## config.mk

```make
export PLATFORM = sky130hd
export DESIGN_NAME = ex_stage
export DESIGN_NICKNAME = d
export VERILOG_FILES = /design/src/rtl/ex_stage.sv
export SDC_FILE = /design/constraint.sdc
export NUM_CORES = 1
export LEC_CHECK = 0
export CORE_ASPECT_RATIO = 1.2
export CORE_MARGIN = 5
export CORE_UTILIZATION = 23
export CTS_CLUSTER_SIZE = 30
export DETAILED_ROUTE_END_ITERATION = 12
export GPL_ROUTABILITY_DRIVEN = 0
export REMOVE_ABC_BUFFERS = 1
export SETUP_SLACK_MARGIN = 0.4
export SLEW_MARGIN = 20
export SYNTH_ARGS = -nofsm -noshare
export SYNTH_HDL_FRONTEND = slang
export SYNTH_SLANG_ARGS = --single-unit
```

## constraint.sdc

```tcl
create_clock -name clk -period 10.4 [get_ports clk]
set_input_delay 2.6 -clock clk [delete_from_list [all_inputs] [get_ports clk]]
set_output_delay 2.6 -clock clk [all_outputs]
set_load 0.1 [all_outputs]
```

## src/rtl/ex_stage.sv

```systemverilog
// ex_stage: single-cycle execute stage with valid/allowin handshake, one-hot ALU and beq resolution
module ex_stage #(
  parameter logic [31:0] PC_RESET = 32'h0000_0000
) (
  input  logic        clk,
  input  logic        rst_n,
  input  logic        ds_to_es_valid,
  output logic        es_allowin,
  input  logic [31:0] ds_pc,
  input  logic [31:0] ds_src1,
  input  logic [31:0] ds_src2,
  input  logic [31:0] ds_imm,
  input  logic [4:0]  ds_rd,
  input  logic [11:0] ds_alu_control,
  input  logic [5:0]  ds_ctrl,
  input  logic        ms_allowin,
  output logic        es_to_ms_valid,
  output logic [31:0] es_pc,
  output logic [31:0] es_alu_result,
  output logic [31:0] es_store_data,
  output logic [4:0]  es_rd,
  output logic [3:0]  es_ms_ctrl,
  output logic        br_taken,
  output logic [31:0] br_target
);
  logic        es_valid;
  logic [31:0] es_src1, es_src2, es_imm;
  logic [11:0] es_alu_control;
  logic [5:0]  es_ctrl;
  logic [31:0] a, b, sra_r;
  logic        slt_r, sltu_r;
  always_ff @(posedge clk or negedge rst_n)
    if (!rst_n) begin
      es_valid       <= 1'b0;
      es_pc          <= PC_RESET;
      es_src1        <= '0;
      es_src2        <= '0;
      es_imm         <= '0;
      es_rd          <= '0;
      es_alu_control <= '0;
      es_ctrl        <= '0;
    end else if (es_allowin) begin
      es_valid <= ds_to_es_valid & ~br_taken;
      if (ds_to_es_valid) begin
        es_pc          <= ds_pc;
        es_src1        <= ds_src1;
        es_src2        <= ds_src2;
        es_imm         <= ds_imm;
        es_rd          <= ds_rd;
        es_alu_control <= ds_alu_control;
        es_ctrl        <= ds_ctrl;
      end
    end
  assign es_allowin     = ~es_valid | ms_allowin;
  assign es_to_ms_valid = es_valid;
  assign a              = es_src1;
  assign b              = es_ctrl[5] ? es_imm : es_src2;
  assign slt_r          = $signed(a) < $signed(b);
  assign sltu_r         = a < b;
  assign sra_r          = $signed(a) >>> b[4:0];
  // control is one-hot, so OR-ing masked per-op results selects the active op
  assign es_alu_result  = ({32{es_alu_control[0]}}  & (a + b))
                        | ({32{es_alu_control[1]}}  & (a - b))
                        | ({32{es_alu_control[2]}}  & {31'b0, slt_r})
                        | ({32{es_alu_control[3]}}  & {31'b0, sltu_r})
                        | ({32{es_alu_control[4]}}  & (a & b))
                        | ({32{es_alu_control[5]}}  & ~(a | b))
                        | ({32{es_alu_control[6]}}  & (a | b))
                        | ({32{es_alu_control[7]}}  & (a ^ b))
                        | ({32{es_alu_control[8]}}  & (a << b[4:0]))
                        | ({32{es_alu_control[9]}}  & (a >> b[4:0]))
                        | ({32{es_alu_control[10]}} & sra_r)
                        | ({32{es_alu_control[11]}} & b);
  assign es_store_data  = es_src2;
  assign es_ms_ctrl     = es_ctrl[3:0];
  assign br_taken       = es_valid & es_ctrl[4] & (es_alu_result == 32'h0);
  assign br_target      = es_pc + es_imm;
endmodule
```

==> metrics <==
MaxCap Viol Count 0; WHS between 0.5 and 0.6 ns; global route overflow 0; Final setup viols 0; CTS tree yes; Post-CTS Hold Fix Bufs 0; worst reg2reg setup slack 3.89 ns; crit-path max FO 53; Worst Setup EP br_taken; via count 17500; vias in the first global route between 15000 and 20000; vias per inst between 5 and 6; WL final 76.5 mm; final hold viol count 0; maximum VDD drop 0.149 mV; most frequent cell after synthesis mux2_2; Die X 261 um; Worst-Margin Slew around 1.1 ns; Pleak 8.84 nW; Hold Path Class reg2reg; Mapped Area 17400 sq um; Unique masters post-synth 81; final worst setup slack 0.934 ns; GRT Total Usage 0.182; number of gates resized after cts 0; drt first pass iters 7; Root Driver clkbuf_16; post-synthesis area per instance about 9.0 sq um; Final Core Density 0.293; WS Path Type reg2out; normalized max-slew margin 0.239; CTS sink cnt 152; Final Cell Area ~22000 sq um; largest net degree at the start of global routing 60; max-slew violations 0; leading area contributor after synthesis dfrtp_1; initial core utilization 0.232; Reg2Reg Launch Point es_ctrl[5]; Die ar. 81200 sq um; path depth of the worst reg2reg path 15; sequential fraction of the synthesis area 0.219; Post-synth EDFFs 0; area growth from synthesis to layout 26.5%; Syn. warnings 0; Setup TNS 0 ns; CTS max path bufs 2; fin nets roughly 2500; fin cells 3196; Clock Latency Late Sink 0.49 ns; status finished, final reports clean; cell area power density between 200 and 300 nW/um^2; Synth top cells by count mux2_2, dfrtp_1, ha_1; Buffers on Ports 294; RSZ-0062 raised after global routing false; prevailing post-synth register cell dfrtp_1; post-synth top area share 0.219; post-route ant nets 0; area post-placement 21400 sq um; placed cell count 3163; reg2reg end es_to_ms_valid; DRT iter0 DRCs 2194; drc violations 0; global-route wire length before repair 113 mm; die height between 300 and 400 um; Worst EP required 7.80 ns; startpoint class of the critical path register; crit path DAT 6.87 ns; minimum clock period after layout 9.47 ns; Post-CTS Setup Inserts 0; Seq cells post-synth 152; Critical path origin es_ctrl[5]; fmax 106 MHz; boundary pin count 295; total clock buffers created by CTS 17; post-route clock period utilization 0.910; share of layout cells above drive strength 1 0.148; CTS clk-pin slew, worst paths 0.07 ns; Place WS 1.57 ns; row count 110; Mapped Cells 1941; initial antenna violation count 2; clock skew 0.0121 ns; FFs w/ async S/R, synth 1.00; core footprint 75000 sq um; H-tree depth 4; total power 5.66 mW; Synth area leaders dfrtp_1, mux2_2, ha_1, mux2i_1, mux4_2; element type at the critical path end primary output; dpl hpwl 59.9 mm; WL/cell 23.9 um
power by group:
part	internal [mW]	switching [mW]
sequential	0.677	0.159
clock	0.340	0.308
combinational	1.28	2.90
flip-flops by register name (all words and copies together) (netlist names):
signal,count
es_alu_control,12
es_ctrl,6
a,32
es_rd,5
es_store_data,32
es_to_ms_valid,1
es_pc,32
es_imm,32
cells in the final DEF (no fill, tap or decap), drive strengths merged, types with 24 or more instances in the layout:
cell type / netlist / routed
a211oi: 24 / 24
a21o: 31 / 31
a21oi: 129 / 129
a221oi: 36 / 36
a22oi: 26 / 26
buf: 33 / 28
clkdlybuf4s50: 0 / 292
dfrtp: 152 / 152
ha: 151 / 151
inv: 117 / 123
mux2: 197 / 197
mux2i: 101 / 101
mux4: 42 / 42
nand2: 124 / 124
nand3: 45 / 45
nor2: 112 / 112
nor2b: 26 / 26
nor3: 38 / 38
o21ai: 76 / 76
xnor2: 40 / 40
layout make-up:
type | count | area (sq um)
antenna | 2 | 5.00
clock buffer | 18 | 439
clock inverter | 13 | 136
fill | 7948 | 53000
inverter | 117 | 439
multi-input combinational | 1565 | 12800
sequential | 152 | 3800
tap | 1008 | 1260
timing repair buffer | 321 | 3150
worst max-delay path: stages (launching register included):
cell and delay, ns:
dfrtp_2 0.48, mux2i_4 0.24, buf_4 0.60, inv_1 0.58, fa_1 0.58, a21o_1 0.21, a221oi_1 0.68, a2111oi_0 0.25
or3_1 0.49, nor3_1 0.23, mux2_2 0.18, o2111ai_1 0.20, or4_1 0.59, nor3_1 0.41, and4_1 0.32, buf_4 0.31
cells by family after synthesis:
logic type,synth area share
XOR/XNOR,0.0307
buffers and inverters,0.0507
adder cells (fa/ha/maj),0.112
AO/OA/AOI/OAI,0.210
flip-flops,0.219
AND/OR/NAND/NOR,0.137
multiplexers,0.241
layer usage:
layer / up-vias / wire length, um / global-route usage
li1: 7824 / - / -
met1: 8433 / 28700 / 0.214
met2: 969 / 36900 / 0.310
met3: 256 / 6170 / 0.0398
met4: 0 / 4750 / 0.0975
met5: - / 0 / 0
how the worst min path moves through the flow:
stage	from	to	slack (ns)	cells past startpoint
final	es_ctrl[2]	es_ctrl[2]	0.51	1
after global routing	es_ctrl[2]	es_ctrl[2]	0.53	1
after CTS	es_rd[1]	es_rd[1]	0.51	1
after detailed placement	es_rd[1]	es_rd[1]	0.49	1
after global placement	es_rd[1]	es_rd[1]	0.49	1
after floorplan	es_ctrl[4]	es_ctrl[4]	0.48	1
Note: power is estimated with default switching activity, not from simulation.
